[src/rtl/accumulator_sequencer_if.sv]
// Bus bundle for accumulator_sequencer: control, sample stream, datapath and readout.
// ACCUM_SEQ_TIMEOUT_EN adds the o_timeout pulse.
interface accumulator_sequencer_if #(
    parameter int RAM_WIDTH = 32,
    parameter int RAM_DEPTH = 32,
    parameter int PASS_W    = 4
);
    localparam int AW = $clog2(RAM_DEPTH);

    logic                 i_start;
    logic                 i_abort;
    logic [PASS_W-1:0]    i_num_passes;
    logic                 i_trigger;
    logic                 i_smp_valid;
    logic [RAM_WIDTH-1:0] i_smp_data;
    logic                 o_acc_wr_valid;
    logic [RAM_WIDTH-1:0] o_acc_wr_data;
    logic [AW-1:0]        o_acc_wr_addr;
    logic                 o_acc_first;
    logic                 o_acc_rd_en;
    logic [AW-1:0]        o_acc_rd_addr;
    logic [RAM_WIDTH-1:0] i_acc_rd_data;
    logic                 o_out_valid;
    logic [RAM_WIDTH-1:0] o_out_data;
    logic                 o_out_last;
    logic                 i_out_ready;
    logic                 o_busy;
    logic                 o_done;
    logic [PASS_W-1:0]    o_pass_cnt;
`ifdef ACCUM_SEQ_TIMEOUT_EN
    logic                 o_timeout;
`endif

    modport slave (
        input  i_start, i_abort, i_num_passes, i_trigger, i_smp_valid, i_smp_data,
               i_acc_rd_data, i_out_ready,
        output o_acc_wr_valid, o_acc_wr_data, o_acc_wr_addr, o_acc_first,
               o_acc_rd_en, o_acc_rd_addr, o_out_valid, o_out_data, o_out_last,
`ifdef ACCUM_SEQ_TIMEOUT_EN
               o_timeout,
`endif
               o_busy, o_done, o_pass_cnt
    );

    modport master (
        output i_start, i_abort, i_num_passes, i_trigger, i_smp_valid, i_smp_data,
               i_acc_rd_data, i_out_ready,
        input  o_acc_wr_valid, o_acc_wr_data, o_acc_wr_addr, o_acc_first,
               o_acc_rd_en, o_acc_rd_addr, o_out_valid, o_out_data, o_out_last,
`ifdef ACCUM_SEQ_TIMEOUT_EN
               o_timeout,
`endif
               o_busy, o_done, o_pass_cnt
    );
endinterface

[src/rtl/accumulator_sequencer.sv]
// Multi-pass trigger-aligned accumulation controller with valid/ready readout.
// ACCUM_SEQ_TIMEOUT_EN enables an ARM watchdog that aborts after TIMEOUT_CYC cycles.
module accumulator_sequencer #(
    parameter int RAM_WIDTH   = 32,
    parameter int RAM_DEPTH   = 32,
    parameter int MAX_PASSES  = 8
`ifdef ACCUM_SEQ_TIMEOUT_EN
    ,
    parameter int TIMEOUT_CYC = 1024
`endif
) (
    input  logic                    clk,
    input  logic                    rst,
    accumulator_sequencer_if.slave  bus
);
    localparam int PASS_W = $clog2(MAX_PASSES) + 1;
    localparam int AW     = $clog2(RAM_DEPTH);
    localparam logic [AW-1:0]     LAST_BIN = AW'(RAM_DEPTH - 1);
    localparam logic [PASS_W-1:0] MAX_P    = PASS_W'(MAX_PASSES);

    typedef enum logic [2:0] {S_IDLE, S_ARM, S_CAPTURE, S_DRAIN, S_DONE} state_t;

    state_t               state_q, state_d;
    logic [PASS_W-1:0]    npass_q, npass_d;
    logic [PASS_W-1:0]    pass_cnt_q, pass_cnt_d;
    logic [AW-1:0]        bin_q, bin_d;
    logic                 wr_valid_q, wr_valid_d;
    logic                 wr_first_q, wr_first_d;
    logic [RAM_WIDTH-1:0] wr_data_q, wr_data_d;
    logic [AW-1:0]        wr_addr_q, wr_addr_d;
    logic [AW-1:0]        rd_bin_q, rd_bin_d;
    logic                 rd_done_q, rd_done_d;
    logic                 pend_q, pend_d;
    logic                 pend_last_q, pend_last_d;
    logic                 out_valid_q, out_valid_d;
    logic                 out_last_q, out_last_d;
    logic [RAM_WIDTH-1:0] out_data_q, out_data_d;
    logic                 skid_valid_q, skid_valid_d;
    logic                 skid_last_q, skid_last_d;
    logic [RAM_WIDTH-1:0] skid_data_q, skid_data_d;
    logic                 pop, fetch, smp_take;
`ifdef ACCUM_SEQ_TIMEOUT_EN
    localparam int TW = $clog2(TIMEOUT_CYC) + 1;
    logic [TW-1:0]        arm_cnt_q, arm_cnt_d;
    logic                 timeout_q, timeout_d;
`endif

    always_comb begin
        state_d      = state_q;
        npass_d      = npass_q;
        pass_cnt_d   = pass_cnt_q;
        bin_d        = bin_q;
        wr_valid_d   = 1'b0;
        wr_first_d   = wr_first_q;
        wr_data_d    = wr_data_q;
        wr_addr_d    = wr_addr_q;
        rd_bin_d     = rd_bin_q;
        rd_done_d    = rd_done_q;
        pend_d       = 1'b0;
        pend_last_d  = 1'b0;
        out_valid_d  = out_valid_q;
        out_last_d   = out_last_q;
        out_data_d   = out_data_q;
        skid_valid_d = skid_valid_q;
        skid_last_d  = skid_last_q;
        skid_data_d  = skid_data_q;
        pop          = out_valid_q && bus.i_out_ready;
        fetch        = 1'b0;
        smp_take     = 1'b0;
`ifdef ACCUM_SEQ_TIMEOUT_EN
        arm_cnt_d    = '0;
        timeout_d    = 1'b0;
`endif

        case (state_q)
            S_IDLE: begin
                if (bus.i_start) begin
                    npass_d    = (bus.i_num_passes == '0 || bus.i_num_passes > MAX_P)
                                 ? MAX_P : bus.i_num_passes;
                    pass_cnt_d = '0;
                    bin_d      = '0;
                    rd_bin_d   = '0;
                    rd_done_d  = 1'b0;
                    state_d    = S_ARM;
                end
            end
            S_ARM: begin
                if (bus.i_trigger) begin
                    state_d  = S_CAPTURE;
                    smp_take = bus.i_smp_valid;
                end
`ifdef ACCUM_SEQ_TIMEOUT_EN
                else if (arm_cnt_q == TW'(TIMEOUT_CYC - 1)) begin
                    state_d   = S_IDLE;
                    timeout_d = 1'b1;
                end else begin
                    arm_cnt_d = arm_cnt_q + 1'b1;
                end
`endif
            end
            S_CAPTURE: smp_take = bus.i_smp_valid;
            S_DRAIN: begin
                // The skid check guarantees room for the word already in flight from the RAM.
                fetch = !rd_done_q && (!out_valid_q || pop) && !skid_valid_q && !bus.i_abort;
                if (pop && out_last_q) state_d = S_DONE;
            end
            S_DONE:  state_d = S_IDLE;
            default: state_d = S_IDLE;
        endcase

        if (smp_take) begin
            wr_valid_d = 1'b1;
            wr_data_d  = bus.i_smp_data;
            wr_addr_d  = bin_q;
            wr_first_d = (pass_cnt_q == '0);
            if (bin_q == LAST_BIN) begin
                bin_d      = '0;
                pass_cnt_d = pass_cnt_q + 1'b1;
                state_d    = (pass_cnt_d == npass_q) ? S_DRAIN : S_ARM;
            end else begin
                bin_d = bin_q + 1'b1;
            end
        end

        if (fetch) begin
            pend_d      = 1'b1;
            pend_last_d = (rd_bin_q == LAST_BIN);
            if (rd_bin_q == LAST_BIN) rd_done_d = 1'b1;
            else                      rd_bin_d  = rd_bin_q + 1'b1;
        end

        if (pop) begin
            if (skid_valid_q) begin
                out_data_d   = skid_data_q;
                out_last_d   = skid_last_q;
                skid_valid_d = 1'b0;
            end else if (pend_q) begin
                out_data_d = bus.i_acc_rd_data;
                out_last_d = pend_last_q;
            end else begin
                out_valid_d = 1'b0;
                out_last_d  = 1'b0;
            end
        end else if (pend_q) begin
            if (!out_valid_q) begin
                out_valid_d = 1'b1;
                out_data_d  = bus.i_acc_rd_data;
                out_last_d  = pend_last_q;
            end else begin
                skid_valid_d = 1'b1;
                skid_data_d  = bus.i_acc_rd_data;
                skid_last_d  = pend_last_q;
            end
        end

        if (bus.i_abort) begin
            state_d      = S_IDLE;
            wr_valid_d   = 1'b0;
            pend_d       = 1'b0;
            out_valid_d  = 1'b0;
            out_last_d   = 1'b0;
            skid_valid_d = 1'b0;
`ifdef ACCUM_SEQ_TIMEOUT_EN
            timeout_d    = 1'b0;
`endif
        end
    end

    always_ff @(posedge clk) begin
        if (rst) begin
            state_q      <= S_IDLE;
            npass_q      <= '0;
            pass_cnt_q   <= '0;
            bin_q        <= '0;
            wr_valid_q   <= 1'b0;
            wr_first_q   <= 1'b0;
            wr_data_q    <= '0;
            wr_addr_q    <= '0;
            rd_bin_q     <= '0;
            rd_done_q    <= 1'b0;
            pend_q       <= 1'b0;
            pend_last_q  <= 1'b0;
            out_valid_q  <= 1'b0;
            out_last_q   <= 1'b0;
            out_data_q   <= '0;
            skid_valid_q <= 1'b0;
            skid_last_q  <= 1'b0;
            skid_data_q  <= '0;
`ifdef ACCUM_SEQ_TIMEOUT_EN
            arm_cnt_q    <= '0;
            timeout_q    <= 1'b0;
`endif
        end else begin
            state_q      <= state_d;
            npass_q      <= npass_d;
            pass_cnt_q   <= pass_cnt_d;
            bin_q        <= bin_d;
            wr_valid_q   <= wr_valid_d;
            wr_first_q   <= wr_first_d;
            wr_data_q    <= wr_data_d;
            wr_addr_q    <= wr_addr_d;
            rd_bin_q     <= rd_bin_d;
            rd_done_q    <= rd_done_d;
            pend_q       <= pend_d;
            pend_last_q  <= pend_last_d;
            out_valid_q  <= out_valid_d;
            out_last_q   <= out_last_d;
            out_data_q   <= out_data_d;
            skid_valid_q <= skid_valid_d;
            skid_last_q  <= skid_last_d;
            skid_data_q  <= skid_data_d;
`ifdef ACCUM_SEQ_TIMEOUT_EN
            arm_cnt_q    <= arm_cnt_d;
            timeout_q    <= timeout_d;
`endif
        end
    end

    assign bus.o_acc_wr_valid = wr_valid_q;
    assign bus.o_acc_wr_data  = wr_data_q;
    assign bus.o_acc_wr_addr  = wr_addr_q;
    assign bus.o_acc_first    = wr_first_q && wr_valid_q;
    assign bus.o_acc_rd_en    = fetch;
    assign bus.o_acc_rd_addr  = rd_bin_q;
    assign bus.o_out_valid    = out_valid_q;
    assign bus.o_out_data     = out_data_q;
    assign bus.o_out_last     = out_valid_q && out_last_q;
    assign bus.o_busy         = (state_q != S_IDLE);
    assign bus.o_done         = (state_q == S_DONE);
    assign bus.o_pass_cnt     = pass_cnt_q;
`ifdef ACCUM_SEQ_TIMEOUT_EN
    assign bus.o_timeout      = timeout_q;
`endif
endmodule

[src/flat_wrapper.sv]
// flat-port wrapper written by rule: the top's interface ports become plain ports
module accumulator_sequencer_flat 
#(
    parameter int RAM_WIDTH   = 32,
    parameter int RAM_DEPTH   = 32,
    parameter int MAX_PASSES  = 8

)
  (clk, rst, bus_i_start, bus_i_abort, bus_i_num_passes, bus_i_trigger, bus_i_smp_valid, bus_i_smp_data, bus_i_acc_rd_data, bus_i_out_ready, bus_o_acc_wr_valid, bus_o_acc_wr_data, bus_o_acc_wr_addr, bus_o_acc_first, bus_o_acc_rd_en, bus_o_acc_rd_addr, bus_o_out_valid, bus_o_out_data, bus_o_out_last, bus_o_busy, bus_o_done, bus_o_pass_cnt);
  accumulator_sequencer_if #(.RAM_WIDTH(RAM_WIDTH), .RAM_DEPTH(RAM_DEPTH), .PASS_W(4)) bus_i ();
  input  logic clk;
  input  logic rst;
  input wire logic [$bits(bus_i.i_start)-1:0] bus_i_start;
  input wire logic [$bits(bus_i.i_abort)-1:0] bus_i_abort;
  input wire logic [$bits(bus_i.i_num_passes)-1:0] bus_i_num_passes;
  input wire logic [$bits(bus_i.i_trigger)-1:0] bus_i_trigger;
  input wire logic [$bits(bus_i.i_smp_valid)-1:0] bus_i_smp_valid;
  input wire logic [$bits(bus_i.i_smp_data)-1:0] bus_i_smp_data;
  input wire logic [$bits(bus_i.i_acc_rd_data)-1:0] bus_i_acc_rd_data;
  input wire logic [$bits(bus_i.i_out_ready)-1:0] bus_i_out_ready;
  output wire logic [$bits(bus_i.o_acc_wr_valid)-1:0] bus_o_acc_wr_valid;
  output wire logic [$bits(bus_i.o_acc_wr_data)-1:0] bus_o_acc_wr_data;
  output wire logic [$bits(bus_i.o_acc_wr_addr)-1:0] bus_o_acc_wr_addr;
  output wire logic [$bits(bus_i.o_acc_first)-1:0] bus_o_acc_first;
  output wire logic [$bits(bus_i.o_acc_rd_en)-1:0] bus_o_acc_rd_en;
  output wire logic [$bits(bus_i.o_acc_rd_addr)-1:0] bus_o_acc_rd_addr;
  output wire logic [$bits(bus_i.o_out_valid)-1:0] bus_o_out_valid;
  output wire logic [$bits(bus_i.o_out_data)-1:0] bus_o_out_data;
  output wire logic [$bits(bus_i.o_out_last)-1:0] bus_o_out_last;
  output wire logic [$bits(bus_i.o_busy)-1:0] bus_o_busy;
  output wire logic [$bits(bus_i.o_done)-1:0] bus_o_done;
  output wire logic [$bits(bus_i.o_pass_cnt)-1:0] bus_o_pass_cnt;
  assign bus_i.i_start = bus_i_start;
  assign bus_i.i_abort = bus_i_abort;
  assign bus_i.i_num_passes = bus_i_num_passes;
  assign bus_i.i_trigger = bus_i_trigger;
  assign bus_i.i_smp_valid = bus_i_smp_valid;
  assign bus_i.i_smp_data = bus_i_smp_data;
  assign bus_i.i_acc_rd_data = bus_i_acc_rd_data;
  assign bus_i.i_out_ready = bus_i_out_ready;
  assign bus_o_acc_wr_valid = bus_i.o_acc_wr_valid;
  assign bus_o_acc_wr_data = bus_i.o_acc_wr_data;
  assign bus_o_acc_wr_addr = bus_i.o_acc_wr_addr;
  assign bus_o_acc_first = bus_i.o_acc_first;
  assign bus_o_acc_rd_en = bus_i.o_acc_rd_en;
  assign bus_o_acc_rd_addr = bus_i.o_acc_rd_addr;
  assign bus_o_out_valid = bus_i.o_out_valid;
  assign bus_o_out_data = bus_i.o_out_data;
  assign bus_o_out_last = bus_i.o_out_last;
  assign bus_o_busy = bus_i.o_busy;
  assign bus_o_done = bus_i.o_done;
  assign bus_o_pass_cnt = bus_i.o_pass_cnt;
  accumulator_sequencer #(.RAM_WIDTH(RAM_WIDTH), .RAM_DEPTH(RAM_DEPTH), .MAX_PASSES(MAX_PASSES)) u_core (.clk(clk), .rst(rst), .bus(bus_i));
endmodule
[config.mk]
export PLATFORM = sky130hd
export DESIGN_NAME = accumulator_sequencer_flat
export DESIGN_NICKNAME = d
export VERILOG_FILES = /design/src/rtl/accumulator_sequencer_if.sv /design/src/rtl/accumulator_sequencer.sv /design/src/flat_wrapper.sv
export SDC_FILE = /design/constraint.sdc
export NUM_CORES = 1
export LEC_CHECK = 0
export BUFFER_PORTS_ARGS = -buffer_cell sky130_fd_sc_hd__buf_2
export CORE_ASPECT_RATIO = 1.2
export CORE_MARGIN = 2
export CORE_UTILIZATION = 46
export DETAILED_ROUTE_END_ITERATION = 8
export PLACE_DENSITY = 0.76
export SLEW_MARGIN = 0
export SYNTH_ARGS = -nofsm -noshare
export SYNTH_HDL_FRONTEND = slang
export SYNTH_SLANG_ARGS = --single-unit
[constraint.sdc]
create_clock -name clk -period 2.2 [get_ports clk]
set_input_delay 0.44 -clock clk [delete_from_list [all_inputs] [get_ports clk]]
set_output_delay 0.44 -clock clk [all_outputs]
set_load 0.01 [all_outputs]
==> results of run 1 <==
[flip-flops by register name (all words and copies together), names as in the netlist]
signal                     count
u_core.bus.o_out_valid         1
u_core.bus.o_acc_wr_data      32
u_core.bus.o_acc_wr_addr       5
u_core.bin_q                   5
u_core.bus.o_out_data         32
u_core.out_last_q              1
u_core.bus.o_pass_cnt          4
u_core.rd_done_q               1
u_core.state_q                 3
u_core.wr_first_q              1
u_core.npass_q                 4
u_core.skid_last_q             1
u_core.skid_valid_q            1
u_core.bus.o_acc_wr_valid      1
u_core.pend_q                  1
u_core.skid_data_q            32
u_core.pend_last_q             1
u_core.bus.o_acc_rd_addr       5
[layer usage]
metal / vias to the layer above / global-route usage
met5: - / 0
met4: 0 / 0.0845
met3: 24 / 0.0607
met2: 154 / 0.348
met1: 2208 / 0.251
li1: 2406 / -
[cell usage after synthesis, types with 4 or more instances]
| master | count | share of area |
|---|---|---|
| mux2i_1 | 33 | 0.064 |
| a211oi_1 | 34 | 0.049 |
| a21oi_1 | 90 | 0.087 |
| nor2b_1 | 4 | 0.0048 |
| nor3_1 | 6 | 0.0058 |
| clkbuf_1 | 42 | 0.030 |
| and2_1 | 5 | 0.0060 |
| ha_1 | 6 | 0.014 |
| nand2_1 | 151 | 0.11 |
| nand3b_1 | 5 | 0.0072 |
| xnor2_1 | 5 | 0.0084 |
| nor2_1 | 41 | 0.030 |
| nand3_1 | 21 | 0.020 |
| dfxtp_1 | 131 | 0.51 |
[stage by stage]
| stage | utilization | cells | cell area [µm²] |
|---|---|---|---|
| floorplan | - | 617 | 5190 |
| global placement | 0.560 | 876 | 6180 |
| detailed placement | 0.560 | 876 | 6180 |
| CTS | 0.617 | 907 | 6810 |
| global route | 0.617 | 907 | 6810 |
| finish | 0.617 | 907 | 6810 |
[final timing paths]
check,end,depth (start not counted)
setup / recovery,bus_o_acc_rd_en,3
hold / removal,u_core.bus.o_acc_wr_data[13],3
setup reg to reg,u_core.bus.o_acc_rd_addr[2],6
hold reg to reg,u_core.bus.o_acc_wr_data[4],2
[repair_timing]
item,4_1_cts,5_1_grt
gates resized for setup,2,0
hold buffers,0,0
endpoints found under the setup margin,2,0
[tightest hold or removal path, delay by kind of cell]
family                 cells  cell delay [ps]
AOI/OAI and AO/OA          1               50
and+or+nand+nor            1               40
buffers and inverters      1               90
[report_power, final]
| part | switching, µW | total (µW) | internal [µW] |
|---|---|---|---|
| Combinational | 136 | 238 | 102 |
| Sequential | 11.8 | 2400 | 2390 |
| Clock | 1000 | 2950 | 1950 |
[placed cells by master (no fill, tap or decap), types with 3 or more instances in the layout]
cell and n:
and2_1 5, and3_1 3, nand2_1 151, inv_1 3, nor4_1 3, clkbuf_1 3
buf_2 158, or3_1 3, nor2_1 40, buf_4 9, a211oi_1 34, nand3_1 20
clkbuf_16 17, ha_1 6, nor2b_1 4, buf_12 6, nor3b_1 3, dfxtp_1 131
nand3b_1 5, mux2i_1 33, a21oi_1 90, nor3_1 5, xnor2_1 5, bufinv_16 4
[cells by family (layout without fill, tap and decap cells)]
| group | after synthesis | in the layout | share of synthesized area |
|---|---|---|---|
| buffers and inverters | 49 | 207 | 0.0357 |
| flip-flops | 131 | 131 | 0.505 |
| XOR/XNOR | 6 | 6 | 0.0101 |
| AO/OA/AOI/OAI | 137 | 137 | 0.156 |
| adder cells (fa/ha/maj) | 6 | 6 | 0.0145 |
| AND/OR/NAND/NOR | 253 | 253 | 0.210 |
| multiplexers | 35 | 35 | 0.0687 |
[layout make-up]
type                    instances  area (µm²)
clock buffers                  22         464
clock inverters                 9         154
fillers                       947        4220
inverters                       3        11.3
multi-input cells             437        2420
flip-flops and latches        131        2620
well taps                     132         165
repair buffers                173         978
==> key figures, run 1 <==
Setup path
  – Crit path DAT: 1690 ps
  – FF-to-FF Start: u_core.bus.o_acc_rd_addr[0]
  – Slowest stage delay, CP: approximately 570 ps
  – Startpoint types: register
  – CP endpoint kind: output pin
  – Kind of critical path: register to output pin
  – Crit path cell chain: or4_4 -> nor3_2 -> buf_2
  – CP startpoint: u_core.skid_valid_q
  – CP max FO: 5
  – Critical path required time: around 1800 ps
  – Crit-path slowest cell: or4_4
  – Reg2reg setup slack: 80 ps
  – WP buf/inv: 1
  – CP top delay family: simple AND/OR/NAND/NOR gates

Synthesis
  – Top_reg_cell synth: dfxtp_1
  – Sequential area share after synthesis: 0.505
  – Synth warnings: 0
  – Avg Cell Area, Syn: approximately 8.4 µm²
  – Synth unique cells: 43
  – Mapped Nets: about 700
  – Async set or reset register ratio after synthesis: 0
  – Post-synth EDFFs: 0
  – Post-synthesis register bit count: between 100 and 150
  – Post-Syn Instances: between 600 and 700
  – Mapped Area: 5190 µm²

Route
  – Wirelength per Cell: approximately 14 µm
  – DRC viols: 0
  – Routed WL: 12.4 mm
  – Detailed-routed wire length on met3: around 770 µm
  – Vias per inst: around 5.3
  – 1st-iter DRT viols: ~140
  – M1 WL: 5.36 mm
  – Drt pass-1 iters: 4
  – ANT nets after route: 0
  – Top Metal Used: met4
  – Via count: between 4000 and 5000
  – Met2 routed WL: between 6 and 7 mm

Global routing
  – First-pass GRT wire length: between 20 and 25 mm
  – Largest net degree at the start of global routing: 74
  – Gr usage total: 0.209
  – Initial antenna violation count: 0
  – Vias in the first global route: roughly 4500
  – Remaining global-route overflow: 0

Hold path
  – HP Start: bus_i_smp_data[13]
  – Hold Crit Class: primary input to register

STA
  – Fin crit share: 0.969
  – Final min period: 2130 ps
  – Final setup margin: around 67 ps
  – Achievable clock frequency: between 400 and 500 MHz
  – Final hold viol count: 0
  – Unrepaired setup endpoints after global routing: no
  – TNS Setup: 0 ps
  – Final Setup Violations: 0
  – Relative slew slack: 0.594
  – Slew @ Worst Pin: 607 ps
  – Final Skew: about 7.3 ps
  – Max Slew Vio Count: 0
  – Hold WS: ~260 ps

Final layout
  – Antenna Cells: 0
  – Area grow syn2layout: 31.2%
  – Final nets: ~840
  – Layout cells sized above 1: 0.274

Power
  – Leakage Power: ~0.0030 µW
  – Final Power: 5590 µW
  – VDD IR max: roughly 0.0005 V
  – Power per cell area: 821 nW/µm²

Clock tree
  – Clock buffer depth: 2
  – Post-CTS setup buffers: 0
  – Worst skew pair latency: around 410 ps
  – CTS clk-pin slew, worst paths: 60 ps
  – Clock root buffer: clkbuf_16
  – CTS buffer count: 17
  – CTS tree: yes
  – H-tree depth: 4
  – Sinks on Clock Net: 131

Place
  – PortBufs: ~160
  – Placed wire-length estimate: 8.31 mm
  – Dpl ws: 11.3 ps
  – Routability cong.: around 0.76

Floorplan
  – Die span in y: 120 µm
  – Number of I/O pins: 160
  – Initial Util: 0.470
  – Die width: ~100 µm
  – # rows: 42
  – Die area: 12200 µm²
  – Placeable Area: around 11000 µm²

Status
  – Status: finished clean

Flow run
  – Max-cap violation count: 0
(Power assumes the default switching activity.)
==> run 2: changes to the inputs <==
- PLACE_DENSITY: 0.76 -> 0.83
==> run 2 against run 1 <==
Register-to-register slack improved by 70 ps; maximum frequency rose by 0.86%; global-route usage fell by 0.47 points; power fell by 3.7%; critical path type unchanged; clock-buffer cell count fell by 5; sequential power barely moved; hold slack improved by 3.5 ps; combinational power barely moved; utilization fell by 0.20 points; critical path depth did not move; die area did not move.
==> key figures, run 2 (synthesis results as in run 1) <==
Final layout
  – Layout Cells excl Fill: 909
  – Multi-input logic area: roughly 2400 µm²
  – FF+latch area: ~2600 µm²
  – Area grow syn2layout: 30.8%
  – Most frequent cells in the layout: buf_2 (158), nand2_1 (151), dfxtp_1 (131), a21oi_1 (90), nor2_1 (40)
  – Fill cells: about 960
  – Leading cell type in the layout, fill and taps excluded: buf_2
  – Final nets: ~840
  – Layout cells sized above 1: 0.281

Setup path
  – CP endpoint kind: output pin
  – WP buf/inv: 1
  – Slowest stage delay, CP: around 580 ps
  – Kind of critical path: register to output pin
  – Crit path cell chain: or4_4 -> nor3_4 -> buf_2
  – Crit path DAT: approximately 1700 ps
  – CP startpoint: u_core.state_q[2]
  – CP max FO: 7
  – FF-to-FF Start: u_core.bus.o_acc_rd_addr[1]
  – Critical path required time: 1760 ps
  – Crit-path slowest cell: or4_4
  – Startpoint types: register
  – CP top delay family: simple AND/OR/NAND/NOR gates

Clock tree
  – Worst skew pair latency: 410 ps
  – Sinks on Clock Net: ~130
  – Clock root buffer: clkbuf_16
  – # hold bufs at CTS: 0
  – CTS buffer count: 17
  – Post-CTS Resized: 2
  – CTS clk-pin slew, worst paths: 60 ps
  – Clock buffer depth: 2
  – CTS tree: yes
  – Post-CTS setup buffers: 0
  – H-tree depth: 4

Floorplan
  – Initial Util: 0.470
  – Die width: 101 µm
  – Die area: 12200 µm²
  – Number of I/O pins: 160
  – Placeable Area: 11000 µm²
  – Die span in y: around 120 µm
  – # rows: 42

STA
  – Fin crit share: 0.961
  – Final setup margin: 85.4 ps
  – Achievable clock frequency: approximately 470 MHz
  – Final hold viol count: 0
  – Final Skew: between 8 and 9 ps
  – Final Setup Violations: 0
  – Relative slew slack: 0.621
  – Max Slew Vio Count: 0
  – Unrepaired setup endpoints after global routing: no
  – Slew @ Worst Pin: roughly 570 ps
  – TNS Setup: 0 ps
  – Hold WS: approximately 270 ps
  – Final min period: about 2100 ps

Global routing
  – Vias in the first global route: 4513
  – First-pass GRT wire length: 20.0 mm
  – Gr usage total: 0.204
  – Largest net degree at the start of global routing: between 60 and 70
  – Remaining global-route overflow: 0
  – Initial antenna violation count: 0

Route
  – Via count: between 4000 and 5000
  – 1st-iter DRT viols: 151
  – Drt pass-1 iters: 4
  – DRC viols: 0
  – Wirelength per Cell: roughly 14 µm
  – Routed WL: approximately 12 mm
  – Vias per inst: 5.17
  – ANT nets after route: 0

Hold path
  – HP Start: bus_i_smp_data[28]
  – Hold Crit Class: primary input to register

Status
  – Status: finished clean

Power
  – Power per cell area: about 790 nW/µm²
  – Leakage Power: 0.00297 µW
  – VDD IR max: slightly below 0.0005 V

Place
  – Routability cong.: between 0.7 and 0.8
  – Inst Count DP: approximately 880
  – Placed wire-length estimate: between 8 and 9 mm
  – Dpl ws: about 83 ps
  – PortBufs: 159

Flow run
  – Max-cap violation count: 0
[run 2: cell types whose count changed in the layout (fill, tap and decap cells not counted), sizes merged]
cell / before / now
clkinv: 3 / 4
diode: 0 / 1
inv: 3 / 7
bufinv: 4 / 2
clkinvlp: 2 / 5
clkbuf: 22 / 17
[run 2: worst min-delay path: cells and delay by family]
kind | cells | cell delay (ps)
AOI/OAI and AO/OA | 1 | 50
buffers and inverters | 1 | 90
and+or+nand+nor | 1 | 40
[run 2: layer usage]
metal | up-vias | global-route usage | part of all wire
met4 | 0 | 0.0794 | 0.011
met2 | 151 | 0.351 | 0.49
met5 | - | 0 | 0
met3 | 9 | 0.0584 | 0.067
li1 | 2408 | - | -
met1 | 2130 | 0.238 | 0.44
[run 2: worst paths after layout]
check	slack, ps	end	cells past startpoint
hold / removal	270	u_core.bus.o_acc_wr_data[28]	3
hold reg to reg	450	u_core.bus.o_acc_wr_data[9]	2
setup / recovery	90	bus_o_acc_rd_en	3
setup reg to reg	150	u_core.bus.o_acc_rd_addr[2]	6
[run 2: where the power goes]
| group | internal [µW] | switching (µW) |
|---|---|---|
| sequential | 2390 | 11.7 |
| combinational | 103 | 136 |
| clock | 1670 | 1070 |
| total | 4170 | 1210 |
[run 2: cell type report]
type,count,share of cell area
flip-flops and latches,131,0.386
multi-input cells,437,0.358
repair buffers,173,0.144
clock buffers,17,0.0627
well taps,132,0.0243
clock inverters,15,0.0230
inverters,3,0.00166
diodes,1,0.000369
[run 2: stage by stage]
stage                     power, µW  utilization  instance area, µm²
final                          5380        0.615                6790
after global routing           5580        0.615                6790
after CTS                      5440        0.614                6770
after detailed placement       2690        0.560                6180
after global placement         2690        0.560                6180
after floorplan                2570            -                5190
==> run 3: changes to the inputs <==
- GPL_TIMING_DRIVEN: unset -> 0
==> run 3 against run 2 <==
Utilization is 0.079 points higher; clock-buffer cell count stayed put; largest cell class unchanged; die area is the same; via count up 4.3%; cell area rose by 0.13%; non-clock buffer count up 32; combinational power about the same; critical path type is now register to register.
==> key figures, run 3 (synthesis results as in run 1) <==
Status
  – Status: finished clean

STA
  – Relative slew slack: 0.513
  – Final Setup Violations: 0
  – Achievable clock frequency: about 460 MHz
  – Slew @ Worst Pin: 730 ps
  – Unrepaired setup endpoints after global routing: yes
  – Final hold viol count: 0
  – Fin crit share: 0.987
  – Hold WS: 262 ps
  – Max Slew Vio Count: 0
  – Final min period: around 2200 ps
  – Final Skew: 7.14 ps
  – Final setup margin: roughly 29 ps

Global routing
  – Largest net degree at the start of global routing: 17
  – Gr usage total: 0.224
  – Vias in the first global route: 4731
  – Remaining global-route overflow: 0
  – Initial antenna violation count: 1
  – First-pass GRT wire length: 21.7 mm

Final layout
  – Leading cell type in the layout, fill and taps excluded: buf_2
  – Final Cell Area: around 6800 µm²
  – Area grow syn2layout: 30.9%
  – Final core area utilization: 0.616
  – Layout cells sized above 1: 0.261
  – Most frequent cells in the layout: buf_2 (157), nand2_1 (151), dfxtp_1 (129), a21oi_1 (90), nor2_1 (41)
  – Layout Cells excl Fill: about 940
  – Final nets: between 800 and 900

Power
  – Leakage Power: 0.00296 µW
  – Power per cell area: between 800 and 900 nW/µm²
  – VDD IR max: around 0.00047 V

Route
  – Vias per inst: around 5.2
  – Wirelength per Cell: approximately 14 µm
  – Drt pass-1 iters: 4
  – Via count: 4900
  – Routed WL: 13.3 mm
  – DRC viols: 0
  – ANT nets after route: 0
  – 1st-iter DRT viols: 193

Floorplan
  – Initial Util: 0.470
  – Number of I/O pins: between 150 and 200
  – Die area: between 10000 and 15000 µm²
  – # rows: between 40 and 50
  – Die width: about 100 µm
  – Placeable Area: 11000 µm²
  – Die span in y: about 120 µm

Clock tree
  – H-tree depth: 4
  – Sinks on Clock Net: between 100 and 150
  – Worst skew pair latency: slightly above 400 ps
  – # hold bufs at CTS: 0
  – Clock buffer depth: 2
  – CTS clk-pin slew, worst paths: approximately 60 ps
  – CTS buffer count: 17
  – CTS tree: yes
  – Clock root buffer: clkbuf_16

Setup path
  – Critical path required time: roughly 2500 ps
  – Kind of critical path: register to register
  – Startpoint types: register
  – CP endpoint kind: register
  – Crit path DAT: around 2500 ps
  – CP max FO: 6

Place
  – PortBufs: around 160
  – Area after DPL: approximately 6100 µm²
  – Placed wire-length estimate: between 9 and 10 mm
  – Inst Count DP: a little over 900
  – Routability cong.: 0.808
  – Dpl ws: -69.1 ps

Flow run
  – Max-cap violation count: 0

Hold path
  – Hold Crit Class: primary input to register
## run 3: worst max-delay path: stages (launching register included)
cell and delay [ps]:
dfxtp_2 340, ha_2 200, and3_1 180, ha_2 200, or4_4 530, buf_6 150, mux2_4 290, a211oi_2 200
## run 3: final cells by class
class,count,area [µm²]
multi-input combinational,437,2410
clock inverter,15,171
clock buffer,17,425
tap,132,165
fill,968,4240
sequential,131,2630
antenna,1,2.50
buffer,46,186
inverter,3,11.3
timing repair buffer,159,801
## run 3: worst paths after layout
kind	start	end	slack, ps	depth (start not counted)
min reg2reg	u_core.pend_last_q	u_core.skid_last_q	450	2
min	bus_i_smp_data[27]	u_core.bus.o_acc_wr_data[27]	260	3
max reg2reg	u_core.bus.o_acc_rd_addr[0]	u_core.bus.o_acc_rd_addr[2]	30	7
max	u_core.bus.o_acc_rd_addr[0]	u_core.bus.o_acc_rd_addr[2]	30	7
## run 3: routing by layer
metal	part of all wire	GRT usage	vias to the layer above
li1	-	-	2471
met1	0.41	0.261	2223
met2	0.49	0.387	193
met3	0.080	0.0694	13
met4	0.013	0.0785	0
met5	0	0	-
## run 3: power breakdown
group | switching (µW) | internal (µW)
clock | 1120 | 1700
combinational | 143 | 99.0
sequential | 11.4 | 2390
total | 1270 | 4190
## run 3: per-stage QoR
stage / setup TNS (ps) / power, µW
6_report: 0 / 5470
4_1_cts: 0 / 5510
3_3_place_gp: -59.8 / 2690
3_5_place_dp: -324 / 2690
5_1_grt: -29.2 / 5670
2_1_floorplan: 0 / 2570
## run 3: what timing repair did
action                     4_1_cts  5_1_grt
resized for setup                6       14
buffers inserted                 0        2
setup endpoints to repair       14       66
pin swaps                        0        2
